File: config.mk
export PLATFORM = sky130hd
export DESIGN_NAME = mem_bus_arbiter
export DESIGN_NICKNAME = d
export VERILOG_FILES = /design/src/rtl/mem_bus_arbiter.sv
export SDC_FILE = /design/constraint.sdc
export NUM_CORES = 1
export LEC_CHECK = 0
export ABC_AREA = 1
export CAP_MARGIN = 0
export CORE_AREA = 10 10 160 162
export CTS_CLUSTER_DIAMETER = 40
export DETAILED_ROUTE_END_ITERATION = 8
export DIE_AREA = 0 0 170 172
export SYNTH_ARGS = -nofsm -noshare
export SYNTH_HDL_FRONTEND = slang
export SYNTH_SLANG_ARGS = --single-unit
File: constraint.sdc
create_clock -name CLK -period 2.28 [get_ports CLK]
set_input_delay 0.456 -clock CLK [delete_from_list [all_inputs] [get_ports CLK]]
set_output_delay 0.456 -clock CLK [all_outputs]
set_load 0.03 [all_outputs]
File: src/rtl/mem_bus_arbiter.sv
// mem_bus_arbiter: arbitrates per-CPU dcache/icache word requests onto one
// RAM port. Data requests beat instruction fetches, CPUs are served
// round-robin. A data grant is locked for a second word that falls in the
// same 8-byte block, so fetch1/fetch2 and wb1/wb2 pairs are never split.
//
// Ports:
//   CLK, nRST          clock (posedge) and synchronous active-low reset
//   dREN/dWEN/daddr/dstore  dcache requests, one lane per CPU
//   iREN/iaddr         icache requests, one lane per CPU
//   dwait/dload        dcache handshake (0 for one cycle per word) and data
//   iwait/iload        icache handshake and data
//   ramREN/ramWEN/ramaddr/ramstore/ramload/ramstate   single RAM port
//   bus_err            sticky RAM error / watchdog timeout flag
module mem_bus_arbiter #(
    parameter int CPUS    = 2,
    parameter int LAT_MAX = 15
) (
    input  logic                 CLK,
    input  logic                 nRST,
    input  logic [CPUS-1:0]      dREN,
    input  logic [CPUS-1:0]      dWEN,
    input  logic [CPUS*32-1:0]   daddr,
    input  logic [CPUS*32-1:0]   dstore,
    input  logic [CPUS-1:0]      iREN,
    input  logic [CPUS*32-1:0]   iaddr,
    output logic [CPUS-1:0]      dwait,
    output logic [CPUS*32-1:0]   dload,
    output logic [CPUS-1:0]      iwait,
    output logic [CPUS*32-1:0]   iload,
    output logic                 ramREN,
    output logic                 ramWEN,
    output logic [31:0]          ramaddr,
    output logic [31:0]          ramstore,
    input  logic [31:0]          ramload,
    input  logic [1:0]           ramstate,
    output logic                 bus_err
);

    localparam int CW = (CPUS > 1) ? $clog2(CPUS) : 1;
    localparam logic [31:0] BAD_WORD = 32'hbad0_bad0;

    typedef enum logic [1:0] {S_IDLE, S_GRANT, S_DONE} state_t;
    typedef enum logic [1:0] {
        RAM_FREE = 2'd0, RAM_BUSY = 2'd1, RAM_ACCESS = 2'd2, RAM_ERROR = 2'd3
    } ramstate_t;

    // Modulo-CPUS wrap used for the round-robin search and pointer update.
    function automatic logic [CW-1:0] wrap(input int v);
        return CW'(v % CPUS);
    endfunction

    state_t         state_q,    state_d;
    logic [CW-1:0]  gnt_cpu_q,  gnt_cpu_d;
    logic           gnt_data_q, gnt_data_d;
    logic [CW-1:0]  rr_ptr_q,   rr_ptr_d;
    logic           lock_q,     lock_d;
    logic [28:0]    blk_q,      blk_d;
    logic [3:0]     wd_q,       wd_d;
    logic           bus_err_q,  bus_err_d;
    logic           fault_q,    fault_d;   // current DONE follows a fault

    logic [CPUS-1:0] d_req;
    logic            arb_found;
    logic [CW-1:0]   arb_cpu;
    logic            arb_data;

    logic            g_dren, g_dwen, g_req;
    logic [31:0]     g_daddr, g_dstore, g_iaddr;

    assign d_req   = dREN | dWEN;
    assign bus_err = bus_err_q;

    // Round-robin winner: any data request first, then any fetch, both
    // searched upward from rr_ptr_q.
    always_comb begin
        // NOTE: every always_comb output gets a default first so no path
        // leaves it unassigned, which would infer a latch.
        arb_found = 1'b0;
        arb_cpu   = rr_ptr_q;
        arb_data  = 1'b0;
        for (int i = 0; i < CPUS; i++) begin
            if (!arb_found && d_req[wrap(int'(rr_ptr_q) + i)]) begin
                arb_found = 1'b1;
                arb_data  = 1'b1;
                arb_cpu   = wrap(int'(rr_ptr_q) + i);
            end
        end
        for (int i = 0; i < CPUS; i++) begin
            if (!arb_found && iREN[wrap(int'(rr_ptr_q) + i)]) begin
                arb_found = 1'b1;
                arb_cpu   = wrap(int'(rr_ptr_q) + i);
            end
        end
    end

    // Live inputs of the currently granted port.
    always_comb begin
        g_dren   = dREN[gnt_cpu_q];
        g_dwen   = dWEN[gnt_cpu_q];
        g_daddr  = daddr[int'(gnt_cpu_q)*32 +: 32];
        g_dstore = dstore[int'(gnt_cpu_q)*32 +: 32];
        g_iaddr  = iaddr[int'(gnt_cpu_q)*32 +: 32];
        g_req    = gnt_data_q ? (g_dren | g_dwen) : iREN[gnt_cpu_q];
    end

    always_comb begin
        state_d    = state_q;
        gnt_cpu_d  = gnt_cpu_q;
        gnt_data_d = gnt_data_q;
        rr_ptr_d   = rr_ptr_q;
        lock_d     = lock_q;
        blk_d      = blk_q;
        wd_d       = wd_q;
        bus_err_d  = bus_err_q;
        fault_d    = fault_q;
        ramREN     = 1'b0;
        ramWEN     = 1'b0;
        ramaddr    = '0;
        ramstore   = '0;
        dwait      = '1;
        iwait      = '1;
        dload      = '0;
        iload      = '0;

        case (state_q)
            S_IDLE: begin
                lock_d  = 1'b0;
                fault_d = 1'b0;
                if (arb_found) begin
                    gnt_cpu_d  = arb_cpu;
                    gnt_data_d = arb_data;
                    blk_d      = daddr[int'(arb_cpu)*32 + 3 +: 29];
                    wd_d       = '0;
                    state_d    = S_GRANT;
                end
            end

            S_GRANT: begin
                if (!g_req) begin
                    // Requester withdrew before ACCESS: no transfer.
                    lock_d  = 1'b0;
                    state_d = S_IDLE;
                end else begin
                    if (gnt_data_q) begin
                        ramWEN   = g_dwen;
                        ramREN   = g_dren & ~g_dwen;   // write wins
                        ramaddr  = g_daddr;
                        ramstore = g_dstore;
                    end else begin
                        ramREN  = 1'b1;
                        ramaddr = g_iaddr;
                    end

                    if (ramstate == RAM_ERROR || wd_q == 4'(LAT_MAX)) begin
                        // Release the requester with a poison word.
                        bus_err_d = 1'b1;
                        fault_d   = 1'b1;
                        state_d   = S_DONE;
                        if (gnt_data_q) begin
                            dwait[gnt_cpu_q]                  = 1'b0;
                            dload[int'(gnt_cpu_q)*32 +: 32]   = BAD_WORD;
                        end else begin
                            iwait[gnt_cpu_q]                  = 1'b0;
                            iload[int'(gnt_cpu_q)*32 +: 32]   = BAD_WORD;
                        end
                    end else if (ramstate == RAM_ACCESS) begin
                        state_d = S_DONE;
                        if (gnt_data_q) begin
                            dwait[gnt_cpu_q] = 1'b0;
                            if (!g_dwen) dload[int'(gnt_cpu_q)*32 +: 32] = ramload;
                        end else begin
                            iwait[gnt_cpu_q]                = 1'b0;
                            iload[int'(gnt_cpu_q)*32 +: 32] = ramload;
                        end
                    end else begin
                        wd_d = wd_q + 4'd1;
                    end
                end
            end

            S_DONE: begin
                fault_d = 1'b0;
                // Second word of the same block keeps the grant; a third
                // word, or any word after a fault, goes back to arbitration.
                if (gnt_data_q && !lock_q && !fault_q && (g_dren | g_dwen)
                    && g_daddr[31:3] == blk_q) begin
                    lock_d  = 1'b1;
                    wd_d    = '0;
                    state_d = S_GRANT;
                end else begin
                    lock_d   = 1'b0;
                    rr_ptr_d = wrap(int'(gnt_cpu_q) + 1);
                    state_d  = S_IDLE;
                end
            end

            default: state_d = S_IDLE;
        endcase
    end

    always_ff @(posedge CLK) begin
        // NOTE: sequential state uses non-blocking assignments so every flop
        // samples pre-edge values regardless of statement order.
        if (!nRST) begin
            state_q    <= S_IDLE;
            gnt_cpu_q  <= '0;
            gnt_data_q <= 1'b0;
            rr_ptr_q   <= '0;
            lock_q     <= 1'b0;
            blk_q      <= '0;
            wd_q       <= '0;
            bus_err_q  <= 1'b0;
            fault_q    <= 1'b0;
        end else begin
            state_q    <= state_d;
            gnt_cpu_q  <= gnt_cpu_d;
            gnt_data_q <= gnt_data_d;
            rr_ptr_q   <= rr_ptr_d;
            lock_q     <= lock_d;
            blk_q      <= blk_d;
            wd_q       <= wd_d;
            bus_err_q  <= bus_err_d;
            fault_q    <= fault_d;
        end
    end

endmodule

Yosys cells after proc, flatten, opt, wreduce, memory -nomap -nowiden --
Cells that the tools add are included.
Word-level totals: word-level logic and storage cells 149, latch bits 0, bits in read-only memories 0, memories kept 0, bits in writable memories 0, input port bits 234, output and inout bits 199, bits in registers 41
Cells by class: equal/unequal tests 14, $add $sub $neg 5, reductions and logical operators 25, multiplexer cells 77, divide/modulo/power cells 0, $lt $le $gt $ge 4, multipliers 0, shift operators 7, bitwise gates (word level) 8
Operator list (number):
- two-way mux 64 bit | 13
- two-way mux 32 bit | 6
- indexed part select 64 x 7 -> 32 bit | 3
- AND 64 bit | 2
- variable shift 32 x 33 -> 64 bit, first input constant | 1
- indexed part select 32 x 33 -> 64 bit | 1
- indexed part select 32 x 33 -> 64 bit, first input constant | 1
- indexed part select 64 x 8 -> 29 bit | 1
- two-way mux 1 bit | 34
- negator 6 -> 33 bit | 1
- == test 29 bit | 1
- two-way mux 2 bit | 14
- two-way mux 4 bit | 5
- != test 2 bit, second input constant | 7
- case mux 4 bit (3 select lines) | 1
- logical AND 1 bit | 8
- AND reduction 2 bit | 4
- adder 6 x 2 -> 7 bit, second input constant | 1
- == test 2 bit, second input constant | 3
- less-than comparator 1 x 2 -> 1 bit, second input constant | 3
- case mux 2 bit (3 select lines) | 1
- AND reduction 3 bit | 2
- AND reduction 6 bit | 1
- zero test 1 bit | 5
- other kinds (19) | 21

Longest topological paths before layout --
depth after elaboration 15, mapped depth 15, gate-level depth less buffers 13

Worst setup path before layout --
OpenSTA, ideal clock, no wires.
path type flip-flop to output port, from register gnt_data_q, to output ramaddr[15], data required time 1.824 ns, arrival 2.195 ns, buffers on the path 1, slack -0.371 ns, cell stages (with the launch flop) 9, cell sequence dfxtp_1 > buf_4 > inv_2 > nand2_1 > inv_2 > a22oi_1 > nand2_2 > nand2_2 > o311ai_0
On the way: cells in the longest elaborated chain, start to end 3, elaborated cells between the ends (all ways) 4, those cells by class mux: 4
RTL lines:
- start: declaration | line 54 | logic gnt_data_q, gnt_data_d;
- start signal: assignment | line 217 | gnt_data_q <= gnt_data_d;
- two-way mux 32 bit / two-way mux 1 bit (equally long branches) | line 144, 103
- two-way mux 32 bit (*) | line 139 | if (!g_req) begin
- two-way mux 32 bit (*) | line 125 | case (state_q)
- end: declaration | line 32 | output logic [31:0] ramaddr,
Every way passes the cells marked *; elsewhere a longest branch is shown, timed or not.

Worst setup path after layout --
from register wd_q[0], to output dload[18]
On the way: cells in the longest elaborated chain, start to end 5
RTL lines:
- start: declaration | line 58 | logic [3:0] wd_q, wd_d;
- start signal: assignment | line 221 | wd_q <= wd_d;
- == test 4 bit | line 154 | if (ramstate == RAM_ERROR || wd_q == 4'(LAT_MAX)) begin
- logical OR 1 bit | line 154
- two-way mux 64 bit | line 154
- two-way mux 64 bit | line 139
- two-way mux 64 bit | line 125
- end: declaration | line 27 | output logic [CPUS*32-1:0] dload,
Every way passes these cells.

==> reports/results.tsv <==
stage	metric	value	unit
status	status	complete, but fails checks	
status	failing checks	setup timing	
worst_setup_path	Worst path max stage delay	0.34	ns
synth	post-synthesis sequential area ratio	14.3	%
synth	ys flop type	dfxtp_1	
floorplanning	core area	22400	um^2
sta	Final Cycle Share	113	%
worst_hold_path	critical hold path startpoint	bus_err$_SDFFE_PN0P_	
synth	Cell Area, Synth	5760	um^2
worst_setup_path	CP required	1.82	ns
worst_setup_path	critical path's top delay family	buffers and inverters	
worst_setup_path	reg2reg start	gnt_cpu_q$_SDFFE_PN0P_	
sta	Worst-Margin Slew	0.496	ns
sta	fmax	388	MHz
worst_setup_path	R2R Setup Slk	0.11	ns
layout	final instance area	14400	um^2
worst_setup_path	crit path cell chain	ha_4 -> nand2_2 -> inv_2 -> nand2_4 -> nand2_4 -> clkinvlp_4 -> buf_6 -> nand2_4 -> inv_6 -> nand2_8 -> buf_12 -> buf_12 -> nor3_4 -> buf_6	
clock_network	clock root buffer	clkbuf_16	
floorplanning	die height	172	um
routing	DRT Pass-1 Iters	5	
layout	multi-input logic area	5630	um^2
power_and_ir_drop	Max VDD drop	0.000270	V
floorplanning	die area	29200	um^2
clock_network	Worst-path clk slew	0.06	ns
routing	DRC	0	
synth	syn nets	1345	
synth	Yosys reg bits	41	
worst_setup_path	slowest cell on the critical path	dfxtp_2	
sta	RSZ-0062 raised after global routing	true	
clock_network	CTS buffer count	5	
floorplanning	starting density of the core	25.7	%
floorplanning	Die Span X	170	um
sta	final setup violation count	194	
layout	NumNets Final	1876	
global_routing	first-pass GRT wire length	60.9	mm
global_routing	vias in the first global route	9851	
synth	Post-synth EDFFs	0	
synth	Synth area leader	nand2_1	
placement	Detail Placement HPWL	31.2	mm
global_routing	gr ovfl total	0	
placement	Port-buffer cells	432	
worst_setup_path	reg2reg end	wd_q[0]$_SDFFE_PN0P_	
routing	drt total wl	43.9	mm
synth	Distinct cells, synth	31	
layout	Area growth, synth to finish	150	%
job	Max Cap Viol	0	
worst_setup_path	CP bufs+invs	7	
synth	Synth warnings	0	
worst_setup_path	most frequent CP cell	nand2_4	
clock_network	# clock sinks	41	
routing	Via density	5.25	
clock_network	clk_lat worst skew	0.29	ns
worst_setup_path	Worst Reg2Reg Path Length in Cells	15	
synth	Synth async-reset ratio	0	%
power_and_ir_drop	Static Leak	6.33	nW
synth	Synth top area share	19.5	%
worst_setup_path	critical path class	reg2out	
worst_setup_path	Setup crit end kind	primary output	
synth	synth cell count leaders	nand2_1, nand3_1, inv_1	
worst_hold_path	hold endpoint	bus_err$_SDFFE_PN0P_	
routing	via count	10200	
layout	fillers	1858	
floorplanning	Row Count	55	
worst_setup_path	startpoint types	register	
power_and_ir_drop	pwr dens	370	nW/um^2
placement	gpl congestion	0.897	
worst_hold_path	hold depth	2	
layout	share of cells above drive strength 1	40.9	%
sta	setup ws final	-0.295	ns
layout	Sequential cell area	828	um^2
worst_setup_path	worst path arrival time	2.12	ns
worst_hold_path	Hold Crit Class	reg2reg	
synth	count leader, synth	nand2_1	
placement	DP Worst Slack	-0.609	ns
clock_network	hold_buf cts	0	
sta	Worst Skew	0.00395	ns
clock_network	clk buf depth	2	
sta	post-layout min period	2.57	ns
global_routing	Total Routing Usage GR	26.8	%
global_routing	number of antenna violations at the first check in global routing	6	
sta	slew margin rel.	66.8	%
clock_network	H-tree level count	2	
routing	initial drt markers	829	
synth	Synth area leaders	nand2_1, dfxtp_1, nand3_1, inv_1, nor2_1	
synth	Syn Area/Cell	5.19	um^2
routing	Post-DRT Antenna Nets	0	
placement	dpl cell area	11500	um^2
sta	Slew Viols, Final	0	
clock_network	CTS tree	yes	
sta	Final Hold Fails	0	
global_routing	largest net degree at the start of global routing	32	
routing	drt wl/cell	22.7	um
floorplanning	I/O pins	433	
worst_setup_path	Crit Path Max Fanout	7	
synth	Mapped Cells	1110	
[placed cells by master (no fill, tap or decap), drive strengths merged]
master	count
a211oi	2
a21oi	80
a22oi	31
a31oi	19
buf	370
bufinv	2
clkbuf	8
clkdlybuf4s15	2
clkdlybuf4s50	226
clkinv	2
clkinvlp	2
dfxtp	41
diode	6
dlygate4sd2	6
ha	1
inv	135
nand2	302
nand3	162
nand3b	15
nand4	5
nor2	115
nor3	64
nor3b	1
nor4	3
o211ai	30
o21a	1
o21ai	14
o311ai	1
or2	2
[per-layer routing]
metal	up-vias	wire, um	global-route usage, %
li1	4767	-	-
met1	4798	16400	30.7
met2	505	22100	47.1
met3	82	4100	8.00
met4	2	1310	8.01
met5	-	13	0
[worst min-delay path: stages, from the launching register on]
cell     delay (ns)
dfxtp_1        0.31
inv_1          0.05
a21oi_1        0.06
[sequential cells by signal (all words and copies together), names as in the netlist]
register,cells
rr_ptr_q,1
state_q,2
fault_q,1
wd_q,4
gnt_cpu_q,1
bus_err,1
lock_q,1
gnt_data_q,1
blk_q,29
[area by class of cell]
| cell class | instances | share of cell area (%) |
|---|---|---|
| inverters | 138 | 3.89 |
| diodes | 6 | 0.104 |
| clock inverters | 3 | 0.451 |
| well taps | 285 | 2.47 |
| repair buffers | 607 | 47.4 |
| multi-input cells | 848 | 39.1 |
| flip-flops and latches | 41 | 5.74 |
| clock buffers | 5 | 0.868 |
[report_power, final]
group,switching [mW],total (mW),internal [mW]
Clock,0.314,0.940,0.626
Sequential,0.0691,0.869,0.800
Combinational,1.92,3.53,1.60
Total,2.31,5.34,3.03
[what timing repair did]
item	CTS	global route
gates resized for setup	333	152
gates cloned	17	1
endpoints found under the hold margin	0	0
pin swaps	32	32
setup buffers	43	8
endpoints found under the setup margin	229	233
[how the worst max path moves through the flow]
stage / startpoint / end / slack, ns / cells past startpoint
after floorplan: dWEN[1] / dload[33] / -0.29 / 7
after global placement: dREN[1] / iload[38] / -0.56 / 13
after detailed placement: dREN[1] / iload[38] / -0.61 / 13
after CTS: gnt_cpu_q$_SDFFE_PN0P_ / iload[38] / -0.22 / 11
after global routing: wd_q[0]$_SDFFE_PN0P_ / dload[18] / -0.35 / 14
final: wd_q[0]$_SDFFE_PN0P_ / dload[18] / -0.29 / 14
[stage by stage]
stage | TNS [ns] | total power [mW] | utilization, % | hold slack, ns | std cells
3_3_place_gp | -85.35 | 3.54 | 51.3 | 0.456 | 1854
6_report | -38.15 | 5.34 | 64.5 | 0.462 | 1933
3_5_place_dp | -91.45 | 3.55 | 51.3 | 0.457 | 1854
2_1_floorplan | -11.44 | 2.22 | - | 0.466 | 1110
5_1_grt | -52.72 | 5.61 | 64.5 | 0.499 | 1932
4_1_cts | -28.93 | 5.09 | 61.1 | 0.470 | 1919
[cells by family (layout without fill, tap and decap cells)]
group,Yosys count,in the layout,synth area share [%]
flip-flops,41,41,14.3
AND/OR/NAND/NOR,668,669,50.6
AO/OA/AOI/OAI,177,178,18.7
buffers and inverters,223,753,16.2
other,0,6,0
adder cells (fa/ha/maj),1,1,0.217
Power figures use the tool's default switching activity.
